`src/rtl/nor_gate_sweeper.sv`:
```
// nor_gate_sweeper: an N-input logic gate with a run-time selectable function
// and registered outputs. It has two modes:
//   - direct mode evaluates the operands presented on in_data;
//   - sweep mode walks every input combination in hardware and records the
//     complete truth table of the latched function.
// It is intended as an on-chip exerciser/checker for the gate library.
module nor_gate_sweeper #(
    parameter int N_INPUTS = 2,
    parameter int TT_W     = 2**N_INPUTS
) (
    input  logic                clk,
    input  logic                rst,
    input  logic [2:0]          op,
    input  logic                in_valid,
    input  logic [N_INPUTS-1:0] in_data,
    input  logic                start,
    output logic                out_valid,
    output logic                out_data,
    output logic [N_INPUTS-1:0] sweep_idx,
    output logic                busy,
    output logic                done,
    output logic [TT_W-1:0]     truth_table
);

    typedef enum logic [1:0] {
        S_IDLE  = 2'd0,
        S_SWEEP = 2'd1,
        S_DONE  = 2'd2
    } state_t;

    // The final combination of the walk. The index never wraps past this
    // value, so a sweep emits exactly TT_W results.
    localparam logic [N_INPUTS-1:0] IDX_LAST = N_INPUTS'(TT_W - 1);

    state_t              state;
    logic [2:0]          op_q;
    logic [N_INPUTS-1:0] idx;

    logic direct_bit;
    logic sweep_bit;

    // Gate function. Ops 0-5 reduce over every input bit. BUF and NOT look
    // only at bit 0.
    function automatic logic gate_eval(input logic [2:0]          f_op,
                                       input logic [N_INPUTS-1:0] x);
        logic r;
        r = 1'b0;
        case (f_op)
            3'd0: r =  (&x);
            3'd1: r =  (|x);
            3'd2: r = ~(&x);
            3'd3: r = ~(|x);
            3'd4: r =  (^x);
            3'd5: r = ~(^x);
            3'd6: r =  x[0];
            3'd7: r = ~x[0];
        endcase
        return r;
    endfunction

    // Direct mode uses the live op. Sweep mode uses the op latched at start,
    // so that toggling op mid-sweep does not disturb the table.
    assign direct_bit = gate_eval(op, in_data);
    assign sweep_bit  = gate_eval(op_q, idx);

    // ---- output register stage: FSM and all registered outputs ----
    // Control FSM (IDLE -> SWEEP -> DONE -> IDLE) together with every
    // registered output.
    always_ff @(posedge clk) begin
        if (rst) begin
            state       <= S_IDLE;
            out_valid   <= 1'b0;
            out_data    <= 1'b0;
            sweep_idx   <= '0;
            busy        <= 1'b0;
            done        <= 1'b0;
            truth_table <= '0;
            op_q        <= '0;
            idx         <= '0;
        end else begin
            case (state)
                S_IDLE: begin
                    done <= 1'b0;
                    if (start) begin
                        // start wins. A simultaneous operand strobe is dropped.
                        op_q        <= op;
                        idx         <= '0;
                        truth_table <= '0;
                        busy        <= 1'b1;
                        out_valid   <= 1'b0;
                        state       <= S_SWEEP;
                    end else if (in_valid) begin
                        out_data  <= direct_bit;
                        sweep_idx <= '0;
                        out_valid <= 1'b1;
                    end else begin
                        out_valid <= 1'b0;
                    end
                end

                S_SWEEP: begin
                    out_data         <= sweep_bit;
                    sweep_idx        <= idx;
                    out_valid        <= 1'b1;
                    truth_table[idx] <= sweep_bit;
                    if (idx == IDX_LAST) begin
                        busy  <= 1'b0;
                        done  <= 1'b1;
                        state <= S_DONE;
                    end else begin
                        idx <= idx + 1'b1;
                    end
                end

                S_DONE: begin
                    // Single cycle in which done and the complete table are
                    // visible. start and in_valid are ignored here.
                    done      <= 1'b0;
                    out_valid <= 1'b0;
                    state     <= S_IDLE;
                end

                default: begin
                    state <= S_IDLE;
                end
            endcase
        end
    end

endmodule

```
`config.mk`:
```
export PLATFORM = sky130hd
export DESIGN_NAME = nor_gate_sweeper
export DESIGN_NICKNAME = d
export VERILOG_FILES = /design/src/rtl/nor_gate_sweeper.sv
export SDC_FILE = /design/constraint.sdc
export NUM_CORES = 1
export LEC_CHECK = 0
export CELL_PAD_IN_SITES_DETAIL_PLACEMENT = 2
export CELL_PAD_IN_SITES_GLOBAL_PLACEMENT = 2
export CORE_ASPECT_RATIO = 1.75
export CORE_MARGIN = 8
export CORE_UTILIZATION = 29
export CTS_BUF_LIST = sky130_fd_sc_hd__clkbuf_8
export DETAILED_ROUTE_END_ITERATION = 8
export GPL_ROUTABILITY_DRIVEN = 0
export GPL_TIMING_DRIVEN = 0
export PLACE_DENSITY_LB_ADDON = 0.1
export REMOVE_ABC_BUFFERS = 1
export SLEW_MARGIN = 0
export SYNTH_ARGS = -nofsm -noshare
export SYNTH_HDL_FRONTEND = slang
export SYNTH_SLANG_ARGS = --single-unit
```
`constraint.sdc`:
```
create_clock -name clk -period 1.7 [get_ports clk]
set_input_delay 0.34 -clock clk [delete_from_list [all_inputs] [get_ports clk]]
set_output_delay 0.34 -clock clk [all_outputs]
set_load 0.01 [all_outputs]
```
* Word level (Yosys, flattened, before mapping) *
Index checks and enable logic that the tools add are counted.

storage, ports and cells
  register bits after elaboration = 17
  output and inout bits = 10

operators by class
  add/subtract/negate cells = 1
  order comparisons = 2
  eq/ne operators = 22
  muxes and demuxes = 27
  bitwise operators = 8
  reductions and logical operators = 21

operators by type and width
  operator                                                                      count
  3-bit == test, second input constant                                          8
  1-bit one-hot mux with 8 select lines                                         2
  3-bit by 2-bit == test with 1-bit output, second input constant               4
  2-bit 2-to-1 mux                                                              6
  2-bit one-hot mux with 2 select lines                                         3
  2-bit AND reduction                                                           6
  2-bit != test, second input constant                                          5
  3-bit AND reduction                                                           3
  1-bit 2-to-1 mux                                                              8
  1-bit inverter                                                                8
  4-bit one-hot mux with 2 select lines                                         1
  3-bit by 1-bit == test with 1-bit output, second input constant               2
  3-bit logical NOT                                                             2
  1-bit one-hot mux with 2 select lines                                         3
  2-bit OR reduction                                                            3
  4-bit bitwise mux                                                             1
  2-bit == test, second input constant                                          2
  4-bit 2-to-1 mux                                                              1
  2-bit nonzero test                                                            2
  2-bit parity                                                                  2
  2-bit by 3-bit less-than comparator with 1-bit output, second input constant  1
  1-bit one-hot mux with 3 select lines                                         1
  3-bit nonzero test                                                            1
  2-bit by 1-bit adder with 2-bit output, second input constant                 1
  other kinds (5)                                                               5

* Logic depth before layout (Yosys ltp) *
Gate-level depths: netlist of the first run.

  depth in word-level cells = 6
  gate-level depth with buffers = 7
  gate-level depth less buffers = 6

* Least setup slack after synthesis of the first run *
Ideal clock, no wire load.

  path kind = register -> register
  from = register idx[0]
  to = register out_data
  setup time = 0.088 ns
  arrival time = 1.559 ns
  required time = 1.612 ns
  slack = 0.053 ns
  stages on the path, launching flop included = 7
  buffers on the path = 0
  period minus slack after synthesis = 1.647 ns
  path through = dfxtp_1 -> inv_1 -> ha_1 -> xor2_1 -> a2111oi_4 -> o21ai_2 -> a311oi_2

between the ends
  longest elaborated chain between the ends = 4

ends and longest elaborated chain
  what                                        line        source
  start, declared                             37          logic [N_INPUTS-1:0] idx;
  start signal, assigned                      111         idx <= idx + 1'b1;
  2-bit parity, or another cell as far along  53, 54
  1-bit inverter, on equally long branches    54, 51, 52
  1-bit one-hot mux with 8 select lines (*)   48          case (f_op)
  1-bit one-hot mux with 2 select lines (*)   81          case (state)
  end signal, assigned                        93          out_data <= direct_bit;
  end signal, assigned                        102         out_data <= sweep_bit;
  end, declared                               18          output logic out_data,

Mark *: on every way between the ends. The rest lies on a longest branch, timed or not.
A chain may end at the register's enable or synchronous reset.

* Worst setup path in the final report of the first run *
  from = register idx[0]
  to = register truth_table[3]

between the ends
  longest elaborated chain between the ends = 6

ends and longest elaborated chain
  what                                                                                                                                           line  source
  2-bit by 3-bit less-than comparator with 1-bit output (not written as such) or 2-bit by 1-bit >= comparator with 1-bit output (tied branches)  105   truth_table[idx] <= sweep_bit;
  1-bit logical AND (not written as such)                                                                                                        105
  1-bit 2-to-1 mux (not written as such)                                                                                                         105
  1-bit demux with 2-bit select                                                                                                                  105
  4-bit bitwise mux (*)                                                                                                                          105
  4-bit one-hot mux with 2 select lines (*)                                                                                                      81
  end signal, assigned by index                                                                                                                  105
  end, declared                                                                                                                                  22    output logic [TT_W-1:0] truth_table

Marks and branches as above.

==> results of run 1 <==
[cells by family (layout without fill, tap and decap cells)]
group           after synthesis  in the layout  share of synthesized area (%)
flops                        17             17                           31.5
buf+inv                      14             49                           5.68
simple gates                 44             44                           19.7
mux                           8              8                           7.53
fa+ha+maj                    10             10                           11.6
compound gates               34             34                           22.4
xor+xnor                      2              2                           1.62
[through the flow]
stage | area [um^2] | hold WS [ps] | total power [mW]
final | 1610 | 435 | 1.08
after global routing | 1610 | 445 | 1.12
after CTS | 1470 | 479 | 1.04
after detailed placement | 1290 | 469 | 0.689
after global placement | 1290 | 446 | 0.675
after floorplan | 1050 | 408 | 0.586
[per-layer routing]
layer	global-route usage (%)	vias to the layer above	wire length [um]
met5	0	-	0
met4	5.42	0	56
met3	2.31	5	87
met2	23.7	14	2250
met1	11.1	506	1370
li1	-	518	-
[flip-flops by register name, summed over array words and instances (netlist names)]
register / cells
truth_table: 4
op_q: 3
idx: 2
state: 2
sweep_idx: 2
busy: 1
done: 1
out_data: 1
out_valid: 1
[worst max-delay path: cells and delay by family (launching register included)]
kind | cells | cell delay [ps]
AO/OA/AOI/OAI | 3 | 620
XOR/XNOR | 1 | 160
adder cells (fa/ha/maj) | 1 | 170
buffers and inverters | 2 | 240
flip-flops | 1 | 400
[synth_stat cells (all sizes together), types with 3 or more instances]
cell     n  area share, %
ha      10             12
a21oi   12            5.6
nand2b   4            2.3
nor2    11            3.8
nand3    4            1.9
nand2   16            5.6
clkbuf   3            1.0
inv      9            3.1
mux2i    7            6.5
o21ai    8            4.1
dfxtp   17             32
o211ai   3            2.5
[path summary, 6_finish.rpt]
| path | startpoint | slack (ps) | end | cells past startpoint |
|---|---|---|---|---|
| worst max register to register | idx[0]$_SDFFE_PP0P_ | 40 | truth_table[3]$_SDFFE_PP0P_ | 7 |
| worst min register to register | truth_table[0]$_SDFFE_PP0P_ | 480 | truth_table[0]$_SDFFE_PP0P_ | 2 |
| worst min-delay path | op[0] | 430 | op_q[0]$_SDFFE_PP0P_ | 3 |
| worst max-delay path | idx[0]$_SDFFE_PP0P_ | 40 | truth_table[3]$_SDFFE_PP0P_ | 7 |
[power by group]
part | switching [mW] | total [mW] | internal [mW]
clock | 0.150 | 0.310 | 0.161
combinational | 0.162 | 0.321 | 0.159
sequential | 0.0265 | 0.443 | 0.417
[layout make-up]
class | instances | area (um^2) | area share, %
inverters | 9 | 47.5 | 2.96
flip-flops and latches | 17 | 354 | 22.1
multi-input cells | 98 | 787 | 49.0
repair buffers | 36 | 314 | 19.6
well taps | 46 | 57.6 | 3.59
clock buffers | 3 | 41.3 | 2.57
clock inverters | 1 | 3.75 | 0.234
[cell usage in the layout, fill, tap and decap left out, types with 5 or more instances in the layout]
cell             synthesis  final
clkdlybuf4s50_1          0     13
dfxtp_1                 17     12
ha_1                    10      6
a21oi_1                 12     11
inv_1                    9      6
o21ai_0                  7      7
buf_4                    0     18
nand2_1                 16     16
nor2_1                  11     10
mux2i_1                  7      5
[timing repair]
| action | 4_1_cts | 5_1_grt |
|---|---|---|
| gates resized for setup | 23 | 19 |
| setup endpoints to repair | 11 | 7 |
| pin swaps | 3 | 5 |
| buffers inserted | 8 | 10 |
==> results.md, run 1 <==
* # H-tree levels at 1
* Min-Delay Path Class: in2reg
* Setup WS post-layout at 35.0 ps
* Type of the worst setup path: reg2reg
* DRT antenna net count at 0
* Total wire length at 3760 um
* Peak supply drop at 0.444 mV
* Via density at about 5.0
* Seq cells post-synth at 17
* Io pins at 19
* Max Clk Rate at ~600 MHz
* RSZ-0062 raised after global routing: yes
* Final Hold Vio Count at 0
* Startpoint Class: flip-flop
* Worst skew pair latency at ~260 ps
* Final HPWL DP at between 2000 and 3000 um
* Initial DRC Count at 5
* Setup Skew at 4.84 ps
* Lkg Pwr at between 0.6 and 0.7 nW
* Root Buffer: clkbuf_8
* Die height at approximately 97 um
* Crit. End Element: flip-flop
* Max-cap violations at 0
* Total CTS buffers at 3
* Worst EP arrival at 1850 ps
* Post-Place Worst Slack at -510 ps
* YS warnings at 0
* First-pass GRT wire length at 5860 um
* Routed len/inst at approximately 18 um
* Crit-path slowest cell: dfxtp_4
* Initial Util at 30.1%
* Post-synthesis cell type count at 35
* Endpoints failing setup at 0
* Slew HR at between 50% and 60%
* Dpl cells at 188
* Overall Global Routing Usage at 12.0%
* Largest net degree at the start of global routing at 18
* Worst stage delay on the critical path at 400 ps
* Drt first pass iters at 3
* Width of the die at 62.1 um
* Fin crit period at 1660 ps
* EDFF count, synth at 0
* Number of vias in the routed layout at ~1,000
* P&R area growth vs syn at 48.7%
* Antenna diodes at 0
* Mapped Area at 1080 um^2
* Final Max Tran Viols at 0
* Nets@finish at 184
* Outcome: finished clean
* Total Die Area at ~6000 um^2
* Asr flop ratio synth at 0%
* Required time of the critical path at 1880 ps
* Clk slew on worst S/H paths at roughly 70 ps
* Rows at 29
* CTS Sinks at 17
* DRC viols at 0
* # hold bufs at CTS at 0
* Fill cell count at between 300 and 400
* Crit path max fanout at 4
* Seq/Total Area, Yosys at 31.5%
* Worst slew pin tran at ~650 ps
* Period Utilization, post-route at a little over nine tenths
* Vias in the first global route at 1,192
* Syn Area/Cell at approximately 8.4 um^2
* GR Overflow Total at 0
* Mapped Cells at 129
* Power Density at 670 nW/um^2
* Core ar. at between 3000 and 4000 um^2
* Final Core Density at 44.7%
* Clock Tree Buf Depth at 2
* CTS tree: built
* Share of cells above drive strength 1 at ~30%
* Antenna violations before repair at 0
* Predominant post-synthesis flop cell: dfxtp_1
* Post-Layout Cell Count at 210
* Input/output buffers at 18
* Critical-path cell list: inv_4, ha_4, xor2_4, a2111oi_4, buf_4, o211ai_1, a21oi_1
* Setup TNS Final at 0 ps
(Power assumes the default switching activity.)
==> run 2, diff against run 1 <==
PLACE_DENSITY_LB_ADDON = 0.08   (was 0.1)
==> run 2 against run 1 <==
Against the previous run: die area unchanged; largest cell class unchanged; critical path depth down 1; highest routed layer unchanged; first-iteration DRC count up 20%.
==> results.md, run 2 (synthesized netlist as in run 1, its figures left out) <==
* Outcome: finished clean
* Power Density at 694 nW/um^2
* Drt first pass iters at 3
* Width of the die at between 60 and 70 um
* Post-Layout Cell Count at approximately 200
* Total Die Area at about 6000 um^2
* Core ar. at about 3600 um^2
* Worst skew pair latency at 250 ps
* Worst EP arrival at approximately 1800 ps
* Clock Tree Buf Depth at 2
* Input/output buffers at 18
* Placement Cell Area at 1290 um^2
* Fill cell count at 405
* Final HPWL DP at approximately 2500 um
* Crit path max fanout at 5
* P&R area growth vs syn at 38.2%
* Most common cell after layout, fill and taps aside: nand2_1
* GR Overflow Total at 0
* Antenna violations before repair at 0
* Final Hold Vio Count at 0
* RSZ-0062 raised after global routing: yes
* Share of cells above drive strength 1 at about a quarter
* Total wire length at 3540 um
* Vias in the first global route at 1,145
* Total CTS buffers at 3
* First-pass GRT wire length at 5720 um
* Root Buffer: clkbuf_8
* Required time of the critical path at 1870 ps
* Min-Delay Path Class: reg2reg
* Setup Skew at 4.71 ps
* CTS Sinks at 17
* Largest regs: truth_table: 4 flops, op_q: 3 flops
* Footprint of the multi-input gates at 744 um^2
* Crit. End Element: flip-flop
* Register Area at 353 um^2
* Io pins at 19
* Overall Global Routing Usage at a little under an eighth
* Initial Util at 30.1%
* Largest net degree at the start of global routing at 18
* Worst slew pin tran at 673 ps
* R2R depth at 6
* Fin crit period at approximately 1600 ps
* Startpoint Class: flip-flop
* Max-cap violations at 0
* Nets@finish at 176
* CTS tree: built
* Max Clk Rate at 608 MHz
* Largest register FFs at 4
* Type of the worst setup path: reg2reg
* # H-tree levels at 1
* Antenna diodes at 0
* Final Core Density at 41.6%
* Setup TNS Final at 0 ps
* DRC viols at 0
* Dpl cells at between 150 and 200
* Rows at 29
* Peak supply drop at 0.548 mV
* Biggest register: truth_table
* Lkg Pwr at roughly 0.57 nW
* Initial DRC Count at 6
* Clk slew on worst S/H paths at 70 ps
* Commonest cells after routing, fill and taps aside: nand2_1, clkdlybuf4s50_1, dfxtp_1, a21oi_1
* Period Utilization, post-route at 96.7%
* Final Cell Area at 1490 um^2
* Via density at 5.21
* DRT antenna net count at 0
* Die height at 96.7 um
* Slew HR at 55.0%
* Routed len/inst at 17.5 um
* Endpoints failing setup at 0
* Final Max Tran Viols at 0
* Number of vias in the routed layout at 1,052
* Worst hold stages at 2
run 2: metrics by stage:
stage	hold WS [ps]	worst slack, ps	power (mW)
after floorplan	408	10.7	0.586
after global placement	445	-444	0.678
after detailed placement	468	-529	0.687
after CTS	479	0.723	1.02
after global routing	497	-26.7	1.10
final	475	56.5	1.04
run 2: worst max-delay path: stages (launching register included):
cell and delay, ps:
dfxtp_4 360, inv_4 70, ha_4 170, clkinvlp_4 150, a2111oi_4 460, o211ai_2 170, mux2i_1 180
run 2: path summary, 6_finish.rpt:
path                                from  slack [ps]                          end
max                state[1]$_SDFFE_PP0P_          60  truth_table[1]$_SDFFE_PP0P_
min          truth_table[2]$_SDFFE_PP0P_         470  truth_table[2]$_SDFFE_PP0P_
max reg2reg        state[1]$_SDFFE_PP0P_          60  truth_table[1]$_SDFFE_PP0P_
min reg2reg  truth_table[2]$_SDFFE_PP0P_         470  truth_table[2]$_SDFFE_PP0P_
run 2: layout make-up:
class | count | area share (%)
Clock buffer | 3 | 2.77
Clock inverter | 1 | 0.335
Inverter | 9 | 3.02
Multi-Input combinational cell | 98 | 49.9
Sequential cell | 17 | 23.6
Tap cell | 46 | 3.86
Timing Repair Buffer | 28 | 16.5
run 2: metal layers:
layer / GRT usage, % / share of wire, %
met2: 22.3 / 59
met1: 11.5 / 37
met4: 3.98 / 1.5
met5: 0 / 0
met3: 2.08 / 1.9
run 2: report_power, final:
| part | leakage (nW) | switching, mW | internal (mW) |
|---|---|---|---|
| registers | 0.141 | 0.0243 | 0.416 |
| logic | 0.400 | 0.150 | 0.134 |
| clock network | 0.0255 | 0.149 | 0.163 |
| total | 0.567 | 0.323 | 0.713 |
run 2: what timing repair did:
action	4_1_cts	5_1_grt
hold endpoints to repair	0	0
pin swaps	2	3
resized for setup	20	11
hold buffers	0	0
buffers inserted	3	7
endpoints found under the setup margin	11	7
==> run 3, diff against run 2 <==
CORE_MARGIN = unset   (was 8)
CORE_UTILIZATION = 30   (was 29)
clock period = 2.03 ns   (was 1.7 ns; I/O delays follow)
==> run 3 against run 2 <==
Against the previous run: design area is 10% lower; total power is 21% lower; global-route usage is 6.7 points higher; final cell count is 5.4% lower; combinational power is 32% lower; routed wire length is 12% lower; critical path type is now in2reg; utilization is 2.0 points lower.
==> results.md, run 3 (synthesized netlist as in run 1, its figures left out) <==
* Register-to-Register Setup Slack at 150 ps
* Final Max Tran Viols at 0
* Lkg Pwr at 0.519 nW
* Initial Util at 31.8%
* Core ar. at 3400 um^2
* Total CTS buffers at 3
* Placement Cell Area at 1290 um^2
* Number of vias in the routed layout at 985
* Rows at 28
* Total wire length at 3100 um
* Post-Layout Cell Count at between 150 and 200
* Routed len/inst at 16.2 um
* P_int at approximately 0.57 mW
* Worst skew pair latency at 260 ps
* # H-tree levels at 1
* Min-Delay Path Class: reg2reg
* Crit path from: start
* DRT antenna net count at 0
* Fin Hold WS at 462 ps
* Antenna violations before repair at 0
* Power Density at 613 nW/um^2
* Post-Place Worst Slack at -273 ps
* RSZ-0062 raised after global routing: no
* Final Core Density at 39.5%
* Clk pwr share at 31.4%
* Part of the power in registers at ~45%
* Clk slew on worst S/H paths at 70 ps
* Nets@finish at around 170
* Drt first pass iters at 4
* Combinational group share of total power at between 20% and 30%
* Final Cell Area at between 1000 and 1500 um^2
* CTS Sinks at 17
* Pwr Total at 0.823 mW
* Largest regs: truth_table: 4 flops, op_q: 3 flops
* Fill cell count at ~400
* Via density at 5.16
* CTS tree: built
* Clock Tree Buf Depth at 2
* Startpoint Class: input pin
* Initial DRC Count at 19
* Switching Fraction at 30.8%
* Outcome: finished clean
* Max Clk Rate at 521 MHz
* Register Area at 342 um^2
* Slew HR at 58.5%
* Biggest register: truth_table
* Share of cells above drive strength 1 at 8.22%
* Largest register FFs at 4
* Psw at 0.253 mW
* Peak supply drop at 0.366 mV
* Vias in the first global route at 1,078
* Setup Skew at approximately 3.6 ps
* Root Buffer: clkbuf_8
* Antenna diodes at 0
* R2R depth at 6
* Total Die Area at 3850 um^2
* Largest net degree at the start of global routing at 18
* Die height at around 81 um
* Commonest cells after routing, fill and taps aside: nand2_1, dfxtp_1, clkdlybuf4s50_1, a21oi_1, nor2_1
* Worst EP arrival at 2080 ps
* GR Overflow Total at 0
* Dpl cells at between 150 and 200
* Crit path max fanout at 11
* Input/output buffers at 18
* Final HPWL DP at 2390 um
* DRC viols at 0
* P&R area growth vs syn at 24.3%
* Setup WS post-layout at 110 ps
* Max-cap violations at 0
* Reg-to-Reg End: out_data$_SDFFE_PP0P_
* First-pass GRT wire length at 4920 um
* R2R Path Start: state[1]$_SDFFE_PP0P_
* Setup TNS Final at 0 ps
* Fin crit period at between 1500 and 2000 ps
* Crit. End Element: flip-flop
* Overall Global Routing Usage at a little under a fifth
* Period Utilization, post-route at 94.6%
* Endpoints failing setup at 0
* Type of the worst setup path: in2reg
* Footprint of the multi-input gates at roughly 680 um^2
* Setup Fix Bufs, Post-CTS at 0
* Required time of the critical path at 2190 ps
* Final Hold Vio Count at 0
* Critical Path End: out_data$_SDFFE_PP0P_
* Width of the die at between 40 and 50 um
* Worst slew pin tran at 621 ps
* Io pins at 19
run 3: worst min path at each step:
stage	cells after the start	slack [ps]	to	start
finish	2	460	truth_table[1]$_SDFFE_PP0P_	truth_table[1]$_SDFFE_PP0P_
floorplan	1	470	out_data$_SDFFE_PP0P_	rst
global route	2	490	truth_table[1]$_SDFFE_PP0P_	truth_table[1]$_SDFFE_PP0P_
detailed placement	2	460	truth_table[0]$_SDFFE_PP0P_	truth_table[0]$_SDFFE_PP0P_
global placement	2	450	truth_table[1]$_SDFFE_PP0P_	truth_table[1]$_SDFFE_PP0P_
CTS	2	470	truth_table[0]$_SDFFE_PP0P_	truth_table[0]$_SDFFE_PP0P_
run 3: final cells by class:
type | instances | area share, %
sequential | 17 | 25.4
inverter | 9 | 2.52
clock buffer | 3 | 3.08
timing repair buffer | 18 | 13.5
multi-input combinational | 98 | 51.0
tap | 45 | 4.19
clock inverter | 1 | 0.280
run 3: power by group through the flow:
stage                     Combinational (mW)  Sequential (mW)  Clock [mW]
after floorplan                        0.115            0.376           0
after global placement                 0.189            0.374           0
after detailed placement               0.197            0.376           0
after CTS                              0.199            0.369       0.263
after global routing                   0.216            0.371       0.281
final                                  0.195            0.369       0.259
run 3: critical path, cell delays in order:
cell and delay [ps]:
clkdlybuf4s50_1 620, nand2b_1 380, a21oi_1 350, nor2_1 90, a311oi_2 240
run 3: repair_timing:
action / 4_1_cts / 5_1_grt
hold buffers: 0 / 0
resized for setup: 2 / 3
setup endpoints to repair: 1 / 5
run 3: metal layers:
layer	vias to the layer above	track usage (%)	part of all wire, %
met4	0	7.71	1.9
met1	484	19.9	40
li1	484	-	-
met2	12	32.9	57
met5	-	0	0
met3	5	2.00	1.4
